[src/rtl/img_stream_pkg.sv]
// Shared encodings for the image-dump sequencer: FSM states, UART command bytes
// and the default number of writes per pixel.
package img_stream_pkg;

    typedef enum logic [2:0] {
        ST_IDLE,
        ST_FETCH,
        ST_LATCH,
        ST_SEND,
        ST_DONE
    } state_t;

    localparam logic [7:0] START_BYTE = 8'h53;
    localparam logic [7:0] ABORT_BYTE = 8'h58;
    localparam int         DEF_REPS   = 3;

endpackage

[src/rtl/img_stream_ctrl.sv]
// Walks the image memory on a UART start command and pushes every grayscale
// pixel into the UART tx FIFO REPS times, honouring tx_full and an abort command.
module img_stream_ctrl
    import img_stream_pkg::*;
#(
    parameter int ADDR_BITS   = 13,
    parameter int PIXEL_COUNT = 8192,
    parameter int REPS        = DEF_REPS
) (
    input  logic                 clk,
    input  logic                 reset,
    input  logic                 rx_empty,
    input  logic [7:0]           r_data,
    output logic                 rd_uart,
    input  logic                 tx_full,
    output logic                 wr_uart,
    output logic [7:0]           w_data,
    output logic [ADDR_BITS-1:0] mem_addr,
    input  logic [7:0]           pix_gray,
    output logic                 busy,
    output logic                 done
);

    localparam int                   REP_W     = $clog2(REPS + 1);
    localparam logic [ADDR_BITS-1:0] LAST_ADDR = ADDR_BITS'(PIXEL_COUNT - 1);
    localparam logic [REP_W-1:0]     LAST_REP  = REP_W'(REPS - 1);

    state_t               state, state_nxt;
    logic [ADDR_BITS-1:0] addr_nxt;
    logic [REP_W-1:0]     rep, rep_nxt;
    logic                 abort_q, abort_nxt;
    logic [7:0]           byte_q, byte_nxt;
    logic                 abort_hit, abort_now;

    always_comb begin
        // The rx FIFO is drained in every state except DONE; only IDLE acts on START.
        rd_uart   = !rx_empty && (state != ST_DONE);
        abort_hit = rd_uart && (state != ST_IDLE) && (r_data == ABORT_BYTE);
        abort_now = abort_q || abort_hit;
        wr_uart   = 1'b0;
        state_nxt = state;
        addr_nxt  = mem_addr;
        rep_nxt   = rep;
        abort_nxt = abort_q || abort_hit;
        byte_nxt  = byte_q;
        case (state)
            ST_IDLE: begin
                if (rd_uart && r_data == START_BYTE) begin
                    state_nxt = ST_FETCH;
                    addr_nxt  = '0;
                    rep_nxt   = '0;
                    abort_nxt = 1'b0;
                end
            end
            ST_FETCH: state_nxt = ST_FETCH == state ? ST_LATCH : state;
            ST_LATCH: begin
                byte_nxt  = pix_gray;
                state_nxt = ST_SEND;
            end
            ST_SEND: begin
                if (!tx_full) begin
                    wr_uart = 1'b1;
                    rep_nxt = REP_W'(rep + 1'b1);
                    // Frame end wins over a pending abort on the very last write.
                    if (rep == LAST_REP && mem_addr == LAST_ADDR) begin
                        state_nxt = ST_DONE;
                    end else if (abort_now) begin
                        state_nxt = ST_IDLE;
                        abort_nxt = 1'b0;
                    end else if (rep == LAST_REP) begin
                        addr_nxt  = mem_addr + 1'b1;
                        rep_nxt   = '0;
                        state_nxt = ST_FETCH;
                    end
                end
            end
            ST_DONE: begin
                state_nxt = ST_IDLE;
                abort_nxt = 1'b0;
            end
            default: state_nxt = ST_IDLE;
        endcase
    end

    always_ff @(posedge clk) begin
        if (!reset) begin
            state    <= ST_IDLE;
            mem_addr <= '0;
            rep      <= '0;
            abort_q  <= 1'b0;
            byte_q   <= '0;
            busy     <= 1'b0;
            done     <= 1'b0;
        end else begin
            state    <= state_nxt;
            mem_addr <= addr_nxt;
            rep      <= rep_nxt;
            abort_q  <= abort_nxt;
            byte_q   <= byte_nxt;
            busy     <= (state_nxt != ST_IDLE);
            done     <= (state_nxt == ST_DONE);
        end
    end

    assign w_data = byte_q;

endmodule

[config.mk]
export PLATFORM = sky130hd
export DESIGN_NAME = img_stream_ctrl
export DESIGN_NICKNAME = d
export VERILOG_FILES = /design/src/rtl/img_stream_pkg.sv /design/src/rtl/img_stream_ctrl.sv
export SDC_FILE = /design/constraint.sdc
export NUM_CORES = 1
export LEC_CHECK = 0
export CAP_MARGIN = 10
export CORE_UTILIZATION = 39
export CTS_CLUSTER_SIZE = 16
export DETAILED_ROUTE_END_ITERATION = 12
export PLACE_DENSITY_LB_ADDON = 0.12
export SYNTH_ARGS = -nofsm -noshare
export SYNTH_HDL_FRONTEND = slang
export SYNTH_SLANG_ARGS = --single-unit
[constraint.sdc]
create_clock -name clk -period 2.15 [get_ports clk]
set_input_delay 0.43 -clock clk [delete_from_list [all_inputs] [get_ports clk]]
set_output_delay 0.43 -clock clk [all_outputs]
set_load 0.01 [all_outputs]
Yosys cells after proc, flatten, opt, wreduce, memory -nomap -nowiden
Index checks and enable logic that the tools add are counted.
{"block": "classes", "n_addsub": 2, "n_eq_ne": 16, "muxes": 25, "reduce_logical": 13}
{"operator": "two-way mux 13 bit", "count": 5}
{"operator": "case mux 13 bit (2 select lines)", "count": 1}
{"operator": "two-way mux 3 bit", "count": 6}
{"operator": "equality test 8 x 7 -> 1 bit, second input constant", "count": 2}
{"operator": "adder 13 x 1 -> 13 bit, second input constant", "count": 1}
{"operator": "equality test 13 bit, second input constant", "count": 1}
{"operator": "case mux 3 bit (4 select lines)", "count": 1}
{"operator": "two-way mux 2 bit", "count": 5}
{"operator": "inequality test 2 bit, second input constant", "count": 5}
{"operator": "equality test 3 x 2 -> 1 bit, second input constant", "count": 2}
{"operator": "equality test 3 bit, second input constant", "count": 2}
{"operator": "AND reduction 6 bit", "count": 1}
{"operator": "nonzero test 3 bit", "count": 2}
{"operator": "logical AND 1 bit", "count": 5}
{"operator": "two-way mux 1 bit", "count": 5}
{"operator": "case mux 2 bit (2 select lines)", "count": 1}
{"operator": "equality test 1 x 3 -> 1 bit, first input constant", "count": 1}
{"operator": "equality test 3 x 1 -> 1 bit, second input constant", "count": 1}
{"operator": "zero test 3 bit", "count": 1}
{"operator": "inequality test 3 bit, second input constant", "count": 1}
{"operator": "case mux 1 bit (3 select lines)", "count": 1}
{"operator": "AND reduction 3 bit", "count": 1}
{"operator": "adder 2 x 1 -> 2 bit, second input constant", "count": 1}
{"operator": "equality test 2 bit, second input constant", "count": 1}
{"operator": "3 further kinds", "count": 3}
{"block": "word_totals", "reg_bits": 29}

Logic depth before layout (Yosys ltp)
Gate-level depths: netlist (run 1).
{"block": "logic_depth", "depth_word": 10, "mapped_depth": 8}

Worst setup path before layout (run 1)
OpenSTA, ideal clock, no wires.
{"block": "synth_path", "path_kind": "register -> register", "start": "register mem_addr[0]", "end": "register mem_addr[9]", "setup_ns": 0.128, "arrival_time_ns": 1.838, "path_slack_ns": 0.184, "stages_incl_launch_ff": 8, "n_path_buf": 0, "cell_sequence": "dfxtp_1 ha_1 nand4_1 o41ai_2 a211oi_4 o2111ai_2 xor2_1 nor2_1"}
{"block": "synth_between", "elab_chain_len": 6, "elab_cells_between_ends": 10}
{"item": "start: declaration", "line": "img_stream_ctrl.sv:18", "text": "output logic [ADDR_BITS-1:0] mem_addr,"}
{"item": "start signal: assignment", "line": "img_stream_ctrl.sv:96", "text": "mem_addr <= addr_nxt;"}
{"item": "adder 13 x 1 -> 13 bit", "line": "img_stream_ctrl.sv:71", "text": "addr_nxt = mem_addr + 1'b1;"}
{"item": "two-way mux 13 bit", "line": "img_stream_ctrl.sv:70", "text": "end else if (rep == LAST_REP) begin"}
{"item": "two-way mux 13 bit", "line": "img_stream_ctrl.sv:67", "text": "end else if (abort_now) begin"}
{"item": "two-way mux 13 bit", "line": "img_stream_ctrl.sv:65", "text": "if (rep == LAST_REP && mem_addr == LAST_ADDR) begin"}
{"item": "two-way mux 13 bit", "line": "img_stream_ctrl.sv:61", "text": "if (!tx_full) begin"}
{"item": "case mux 13 bit (2 select lines)", "line": "img_stream_ctrl.sv:46", "text": "case (state)"}
Several ways; a longest one is shown, not always the timed one. The select of a mux whose other input is x is not followed.
A chain may end at the register's enable or synchronous reset.

Worst setup path in the final report (run 1)
{"block": "layout_path", "start": "input port r_data[6]", "end": "register mem_addr[5]"}
{"block": "layout_between", "elab_chain_len": 5, "elab_cells_between_ends": 8}
{"item": "start: declaration", "line": "img_stream_ctrl.sv:13", "text": "input logic [7:0] r_data,"}
{"item": "equality test 8 x 7 -> 1 bit", "line": "img_stream_ctrl.sv:38", "text": "abort_hit = rd_uart && (state != ST_IDLE) && (r_data == ABORT_BYTE);"}
{"item": "logical AND 1 bit", "line": "img_stream_ctrl.sv:38"}
{"item": "logical OR 1 bit", "line": "img_stream_ctrl.sv:39", "text": "abort_now = abort_q || abort_hit;"}
{"item": "inequality test 2 bit (no source line)"}
{"item": "AND reduction 6 bit (no source line) (*)"}
Every way passes the cells marked *; elsewhere a longest branch is shown, timed or not.

==> results.yml, run 1 <==
logic_synthesis:
  ys_top_cells_by_count: "29 x dfxtp_1, 13 x nor2_1, 11 x nand2_1, 11 x nor2b_1, 9 x mux2i_1"
  yosys.area.top_type: "dfxtp_1"
  synthesis.area_sq_um: 1440
  async_flop_share_pct: 0
  avgSynthCellArea_sq_um: 9.39
  yosysWarnings: 0
  syn_inst: 153
  synthTopCellsByArea: "dfxtp_1 40%, mux2i_1 6.3%, nor2b_1 4.8%"
  synth_edf_count: 0
  ys_types: 44
  synth_flop_cell: "dfxtp_1"
  yosysSeqAreaShare_pct: 40.4
  syn_nets: 177
  yosysMostFrequentCell: "dfxtp_1"
  synth_top_area_share_pct: 40.4
  ys_seq_elements: 29
sta:
  finalCriticalPeriod_ns: 2.08
  finClkSkew_ns: 0.00561
  slew_headroom_pct: 65.9
  tightest_slew_ns: 0.510
  fmax_mhz: 481
  post-route-period-util_pct: 96.7
  hold_ws_ns: 0.498
  final_hold_viol_count: 0
  setup_tns_ns: 0
  setup_viol: 0
  slew_viol_final: 0
run:
  maxCapViolCount: 0
drt:
  drtPass1Iterations: 4
  drc: 0
  antenna_left: 0
  drt_iter0_drc: 54
  wirelength_um: 3850
  wl_per_cell_um: 13.8
  drt-vias-per-instance: 5.27
  vias: 1471
global_routing:
  antenna_found_initial: 0
  met2_usage_pct: 38.0
  grt_pass1_wl_um: 6400
  grt.busiest_layer: "met2"
  grt_max_degree: 12
  grt_pass1_vias: 1449
  grtUsageTotal_pct: 21.1
  overflow: 0
  use_met3_pct: 4.93
  grt_use_met1_pct: 23.2
cells_and_area:
  fillers: 275
  diodes: 0
  drive_gt1_share_pct: 24.0
  syn_to_final_growth_pct: 62.1
  stdcell_area_sq_um: 2330
  final_nets: 256
  final_cells: 279
power_and_ir_drop:
  pwr_density_cell_nw_per_um2: 553
  p_leak_nw: 0.895
  vdd_drop_max_uv: 391
worst_hold_path:
  worst_hold_path_type: "reg2reg"
  min_from: "mem_addr[12]"
  holdPathEnd: "mem_addr[12]"
  hold_depth: 2
outcome:
  status: "completed"
setup_path:
  worstPathRequired_ns: 2.36
  cp_top_family: "simple AND/OR/NAND/NOR gates"
  ff2ff_setup_slack_ns: 0.12
  critical_path_class: "in2reg"
  r2r_start: "state[0]"
  r2r-end: "mem_addr[5]"
  cp-start-kind: "primary input"
  cp_slowest_stage_delay_ns: 0.45
  critPathMaxFanout: 4
  cp_data_arrival_time_ns: 2.29
  worstPathBufferInverterCount: 2
  slowest_stage: "clkdlybuf4s50_1"
  worst_setup_path_end_kind: "flip-flop"
  worst_r2r_path_depth: 8
  crit_chain: "clkdlybuf4s50_1, nor4bb_4, nand4_1, a21oi_2, buf_4, o21ai_4, or3_1, a21oi_1"
clock_tree:
  cts_tree: "done"
  clk_pin_slew_worst_paths_ns: 0.07
  cts.path.max_buffers: 2
  ctsHtreeMaxLevel: 2
  clk_latency_ns: 0.28
  cts_sinks: 29
  cts-buffers-inserted: 5
  root_buffer: "clkbuf_8"
floorplan:
  die_height_um: 62.7
  ios: 45
  dieArea_sq_um: 3930
  initial_core_util_pct: 41.7
  core_area_sq_um: 3440
  die_w_um: 62.7
  rows: 21
place:
  routabilityCongestion: 0.862
  detailed_place_hpwl_um: 2870
  dpl.cell_count: 269
  placed_cell_area_sq_um: 2140
  portBuffers: 44
-- per-stage QoR --
step	worst slack, ns	total power, W	util, %
2_1_floorplan	0.184	0.000568	-
3_3_place_gp	-0.257	0.000617	62.3
3_5_place_dp	-0.338	0.000618	62.3
4_1_cts	0.0418	0.00130	66.3
5_1_grt	-0.0113	0.00133	67.6
6_report	0.0703	0.00129	67.6
-- layout make-up --
| type | instances | area [sq um] | area share, % |
|---|---|---|---|
| inverters | 5 | 18.8 | 0.806 |
| clock buffers | 5 | 68.8 | 2.96 |
| repair buffers | 76 | 682 | 29.3 |
| multi-input cells | 115 | 856 | 36.8 |
| clock inverters | 3 | 65.1 | 2.79 |
| flip-flops and latches | 29 | 581 | 24.9 |
| well taps | 46 | 57.6 | 2.47 |
-- metal layers --
layer / part of all wire, % / vias to the layer above
met5: 0 / -
met4: 1.7 / 0
met3: 5.4 / 11
met2: 52 / 50
met1: 41 / 699
li1: - / 711
-- logic make-up after synthesis --
kind of cell	synth area share, %
DFF	40.4
and+or+nand+nor	24.6
muxes	7.06
AOI/OAI and AO/OA	18.4
buffers and inverters	2.44
xor gates and xnor gates	3.66
adders and majority gates	3.48
-- power breakdown --
group,switching [W],internal (W)
Sequential,0.000000796,0.000538
Clock,0.000217,0.000460
Combinational,0.0000229,0.0000474
-- worst max path at each step --
| stage | to | from | cells after the start |
|---|---|---|---|
| detailed placement | busy | r_data[6] | 7 |
| global route | mem_addr[7] | r_data[6] | 8 |
| floorplan | mem_addr[9] | mem_addr[0] | 7 |
| finish | mem_addr[5] | r_data[6] | 8 |
| global placement | busy | r_data[6] | 7 |
| CTS | busy | r_data[6] | 7 |
-- placed cells by master (no fill, tap or decap), types with 2 or more instances in the layout --
| cell | count |
|---|---|
| nor3_1 | 2 |
| nand2_1 | 11 |
| or3_1 | 6 |
| and3_1 | 2 |
| nand3_1 | 4 |
| clkbuf_8 | 5 |
| nor2_1 | 13 |
| dfxtp_1 | 29 |
| o2111ai_1 | 3 |
| buf_4 | 32 |
| ha_1 | 4 |
| nand4_1 | 2 |
| o22ai_1 | 2 |
| nor2b_1 | 11 |
| o21ai_0 | 5 |
| xor2_1 | 6 |
| clkdlybuf4s50_1 | 42 |
| inv_1 | 5 |
| bufinv_16 | 2 |
| mux2i_1 | 9 |
| o2111ai_2 | 2 |
| a21oi_1 | 8 |
-- state kept, by name (all words and copies together) (netlist names) --
register	count
rep	2
busy	1
state	3
done	1
w_data	8
abort_q	1
mem_addr	13
-- worst min-delay path, cell delays in order (launching register included) --
cell	delay, ns
dfxtp_1	0.34
inv_1	0.06
a21oi_1	0.05
-- what timing repair did --
action                                  in CTS  in global routing
pin swaps                                    0                  8
endpoints found under the setup margin       4                  7
buffers inserted                             0                  2
hold buffers                                 0                  0
gates resized for setup                      2                  6
No activity file was read; power rests on OpenSTA's default activity.
==> inputs of run 2 (changes only) <==
Settings changed: CORE_ASPECT_RATIO set to 1.25, CORE_MARGIN set to 2.
==> run 2 against run 1 <==
Effect of this change: final area is 1.7% lower; hold slack worse by 0.0075 ns; clock-buffer cell count stayed put; sequential share of layout area is 0.42 points higher; die area is 6.6% higher; worst setup slack better by 0.020 ns; fmax is 0.99% higher; wire length is 2.5% lower; sequential power hardly changed; critical path type unchanged; critical endpoint is now mem_addr[11]; highest routed layer unchanged.
==> results.yml, run 2 (same netlist as run 1, synthesis figures left out) <==
place:
  placed_cell_area_sq_um: 2160
  post-place-ws_ns: -0.303
  detailed_place_hpwl_um: 2950
  portBuffers: 44
  routabilityCongestion: 0.828
setup_path:
  cpMostUsedCell: "or3_1"
  r2r_start: "state[1]"
  worstPathRequired_ns: 2.37
  worst_setup_path_end_kind: "flip-flop"
  cp_slowest_stage_delay_ns: 0.42
  cp_data_arrival_time_ns: 2.28
  ff2ff_setup_slack_ns: 0.13
  r2r-end: "mem_addr[11]"
  cp-start-kind: "primary input"
  critical_path_class: "in2reg"
  slowest_stage: "clkdlybuf4s50_1"
  critPathMaxFanout: 2
  worst_r2r_path_depth: 7
  crit_chain: "clkdlybuf4s50_1, or3_1, buf_4, a21oi_2, o2111ai_4, or3_1, a21oi_1"
drt:
  drt_iter0_drc: 44
  drtPass1Iterations: 4
  antenna_left: 0
  drt-vias-per-instance: 5.26
  wirelength_um: 3750
  drc: 0
  vias: 1437
  wl_per_cell_um: 13.7
sta:
  setup_tns_ns: 0
  slew_headroom_pct: 69.6
  slew_viol_final: 0
  setup_viol: 0
  fmax_mhz: 486
  timing.final.ws_setup_ns: 0.0906
  final_hold_viol_count: 0
  tightest_slew_ns: 0.455
  finClkSkew_ns: 0.00312
  finalCriticalPeriod_ns: 2.06
  rsz0062_at_grt: "false"
  post-route-period-util_pct: 95.8
cells_and_area:
  fin_util_pct: 65.2
  stdcell_area_sq_um: 2290
  diodes: 0
  fillers: 297
  largest_reg_flops: 13
  multi_input_area_sq_um: 848
  drive_gt1_share_pct: 23.5
  mostFrequentLayoutCells: "40 x clkdlybuf4s50_1, 32 x buf_4, 29 x dfxtp_1, 13 x nor2_1"
  layout.area.seq_sq_um: 581
  regMostFlops: "mem_addr"
  final_nets: 257
  syn_to_final_growth_pct: 59.4
  mostFrequentLayoutCell: "clkdlybuf4s50_1"
floorplan:
  die_w_um: 58.3
  ios: 45
  rows: 24
  initial_core_util_pct: 40.9
  die_height_um: 71.9
  core_area_sq_um: 3510
  dieArea_sq_um: 4190
clock_tree:
  cts_hold_buf: 0
  clk_pin_slew_worst_paths_ns: 0.06
  cts-buffers-inserted: 5
  cts.path.max_buffers: 2
  clk_latency_ns: 0.29
  cts_sinks: 29
  root_buffer: "clkbuf_8"
  ctsHtreeMaxLevel: 2
  cts_tree: "done"
power_and_ir_drop:
  pwr_density_cell_nw_per_um2: 461
  p_sw_w: 0.000245
  vdd_drop_max_uv: 464
  intPower_w: 0.000810
  clkPwrFrac_pct: 42.1
  swShare_pct: 23.2
  p_leak_nw: 0.899
  combPwrFrac_pct: 6.9
  p_seq_share_pct: 51.1
outcome:
  status: "completed"
worst_hold_path:
  hold_depth: 2
  worst_hold_path_type: "reg2reg"
  min_from: "mem_addr[12]"
  holdPathEnd: "mem_addr[12]"
global_routing:
  grtUsageTotal_pct: 20.2
  grt_pass1_vias: 1448
  grt_max_degree: 13
  overflow: 0
  grt_pass1_wl_um: 6530
  antenna_found_initial: 0
run:
  maxCapViolCount: 0
run 2: changes by cell type in the layout (fill, tap and decap cells not counted), moves of 2 or more:
cell,delta
o2111ai_2,-2
clkdlybuf4s50_1,-2
bufinv_16,-2
dlymetal6s2s_1,+2
run 2: timing repair:
action / CTS / global route
setup endpoints to repair: 2 / 8
setup buffers: 0 / 1
pin swaps: 0 / 9
gates resized for setup: 2 / 6
run 2: worst max-delay path by stage:
stage,slack (ns),cells past startpoint,end,start
after global placement,-0.26,7,busy,r_data[6]
final,0.09,7,mem_addr[11],tx_full
after detailed placement,-0.30,7,busy,r_data[6]
after global routing,0.009,10,mem_addr[9],mem_addr[0]
after floorplan,0.18,7,mem_addr[9],mem_addr[0]
after CTS,0.03,7,busy,r_data[6]
run 2: metal layers:
layer	vias up	GRT usage [%]	share of wire, %
li1	710	-	-
met1	683	23.5	41
met2	35	34.2	52
met3	9	4.15	3.7
met4	0	10.3	2.6
met5	-	0	0
run 2: final cells by class:
cell class              count  share of cell area (%)
multi-input cells         115                    37.0
inverters                   5                   0.820
clock buffers               5                    3.01
flip-flops and latches     29                    25.4
repair buffers             77                    30.9
clock inverters             3                   0.765
well taps                  39                    2.13
run 2: through the flow:
step | power (W) | cells | hold WS (ns)
5_1_grt | 0.00109 | 273 | 0.532
3_5_place_dp | 0.000622 | 264 | 0.477
3_3_place_gp | 0.000620 | 264 | 0.472
4_1_cts | 0.00106 | 272 | 0.485
6_report | 0.00106 | 273 | 0.490
2_1_floorplan | 0.000568 | 153 | 0.465
run 2: power groups by stage:
stage	clock network, W	registers [W]	logic (W)
after floorplan	0	0.000551	0.0000164
after detailed placement	0	0.000551	0.0000703
after global routing	0.000477	0.000539	0.0000776
after global placement	0	0.000551	0.0000684
after CTS	0.000454	0.000539	0.0000715
final	0.000444	0.000539	0.0000724
run 2: critical path: cells and delay by family:
family	cells	cell delay (ns)
AOI/OAI and AO/OA	3	0.51
buffers and inverters	2	0.58
and+or+nand+nor	2	0.78
==> inputs of run 3 (changes only) <==
Settings changed: PLACE_DENSITY set to 0.68, PLACE_DENSITY_LB_ADDON 0.12 to unset.
==> run 3 against run 2 <==
Effect of this change: critical path depth increased by 2; wire length increased by 6.4%; largest power group is now clock; combinational power decreased by 5.1%; register-to-register slack got worse by 0.09 ns; critical endpoint is now mem_addr[4]; fmax decreased by 2.3%; global-route usage increased by 1.2 points; highest routed layer unchanged.
==> results.yml, run 3 (same netlist as run 1, synthesis figures left out) <==
outcome:
  status: "completed"
setup_path:
  critPathMaxFanout: 6
  r2r_start: "mem_addr[0]"
  critical_path_class: "reg2reg"
  worst_setup_path_end_kind: "flip-flop"
  cp-start-kind: "flip-flop"
  r2r-end: "mem_addr[4]"
  cp_data_arrival_time_ns: 2.27
  crit_start: "mem_addr[0]"
  worstPathRequired_ns: 2.31
  worst_r2r_path_depth: 9
  ff2ff_setup_slack_ns: 0.04
sta:
  final_hold_viol_count: 0
  slew_viol_final: 0
  finClkSkew_ns: 0.00545
  setup_tns_ns: 0
  post-route-period-util_pct: 98.1
  slew_headroom_pct: 67.3
  finalCriticalPeriod_ns: 2.11
  tightest_slew_ns: 0.488
  hold_ws_ns: 0.510
  timing.final.ws_setup_ns: 0.0414
  fmax_mhz: 474
  setup_viol: 0
floorplan:
  dieArea_sq_um: 4190
  ios: 45
  rows: 24
  die_height_um: 71.9
  initial_core_util_pct: 40.9
  core_area_sq_um: 3510
  die_w_um: 58.3
clock_tree:
  cts-buffers-inserted: 5
  ctsHtreeMaxLevel: 2
  cts_tree: "done"
  cts_hold_buf: 0
  cts_sinks: 29
  clk_pin_slew_worst_paths_ns: 0.06
  cts.path.max_buffers: 2
  clk_latency_ns: 0.29
  root_buffer: "clkbuf_8"
drt:
  vias: 1431
  drc: 0
  antenna_left: 0
  wirelength_um: 3990
  drt-vias-per-instance: 5.28
  wl_per_cell_um: 14.7
  drtPass1Iterations: 4
  drt_iter0_drc: 59
global_routing:
  grtUsageTotal_pct: 21.3
  antenna_found_initial: 0
  grt_max_degree: 15
  overflow: 0
  grt_pass1_vias: 1517
  grt_pass1_wl_um: 6810
worst_hold_path:
  min_from: "rep[0]"
  hold_depth: 2
  holdPathEnd: "rep[0]"
  worst_hold_path_type: "reg2reg"
place:
  portBuffers: 44
  detailed_place_hpwl_um: 3070
  post-place-ws_ns: -0.346
  routabilityCongestion: 0.801
cells_and_area:
  layout.area.seq_sq_um: 583
  drive_gt1_share_pct: 25.4
  diodes: 0
  regMostFlops: "mem_addr"
  fillers: 287
  syn_to_final_growth_pct: 60.3
  mostFrequentLayoutCells: "43 x clkdlybuf4s50_1, 31 x buf_4, 27 x dfxtp_1, 13 x nor2_1"
  mostFrequentLayoutCell: "clkdlybuf4s50_1"
  final_nets: 255
  multi_input_area_sq_um: 863
  largest_reg_flops: 13
power_and_ir_drop:
  pwr_density_cell_nw_per_um2: 519
  p_leak_nw: 0.865
  total_power_w: 0.00119
  vdd_drop_max_uv: 435
run:
  maxCapViolCount: 0
-- run 3: cell count changes in the layout (fill, tap and decap cells not counted), moves of 2 or more --
| cell | delta |
|---|---|
| clkdlybuf4s50_1 | +3 |
| clkinv_2 | -2 |
| dfxtp_1 | -2 |
| dfxtp_2 | +2 |
| dlymetal6s2s_1 | -3 |
| o2111ai_1 | -3 |
| o2111ai_2 | +4 |
-- run 3: worst max-delay path, cell delays in order (launching register included) --
cell	delay (ns)
dfxtp_2	0.33
ha_2	0.19
nand4_1	0.14
o41ai_2	0.37
buf_4	0.18
a211oi_4	0.06
buf_4	0.18
o2111ai_2	0.22
xor2_1	0.24
nor2_1	0.07
-- run 3: repair_timing --
action / 4_1_cts / 5_1_grt
endpoints found under the setup margin: 6 / 6
buffers inserted: 0 / 2
gates resized for setup: 4 / 8
pin swaps: 1 / 5
-- run 3: report_power, final --
group | switching (W) | internal (W) | total, W
Combinational | 0.0000224 | 0.0000463 | 0.0000687
Sequential | 0.000000960 | 0.000538 | 0.000539
Clock | 0.000209 | 0.000377 | 0.000586
-- run 3: per-layer routing --
metal	share of wire [%]	global-route usage, %	up-vias
met1	37	22.6	667
met5	0	0	-
met3	5.4	5.78	10
met2	54	38.1	49
met4	2.8	10.3	0
li1	-	-	705
-- run 3: how the worst max path moves through the flow --
| stage | cells past startpoint | to |
|---|---|---|
| after floorplan | 7 | mem_addr[9] |
| after global placement | 7 | busy |
| after detailed placement | 9 | mem_addr[4] |
| after CTS | 9 | mem_addr[4] |
| after global routing | 9 | mem_addr[4] |
| final | 9 | mem_addr[4] |
-- run 3: final cells by class --
class	count	share of cell area, %
clock buffers	7	3.75
clock inverters	1	1.30
inverters	5	0.815
well taps	39	2.12
repair buffers	75	29.2
multi-input cells	115	37.5
flip-flops and latches	29	25.3
-- run 3: through the flow --
step | area, sq um | instances | util (%)
after floorplan | 1440 | 153 | -
after detailed placement | 2130 | 262 | 60.8
after global placement | 2130 | 262 | 60.8
after global routing | 2300 | 271 | 65.5
after CTS | 2270 | 270 | 64.5
final | 2300 | 271 | 65.5
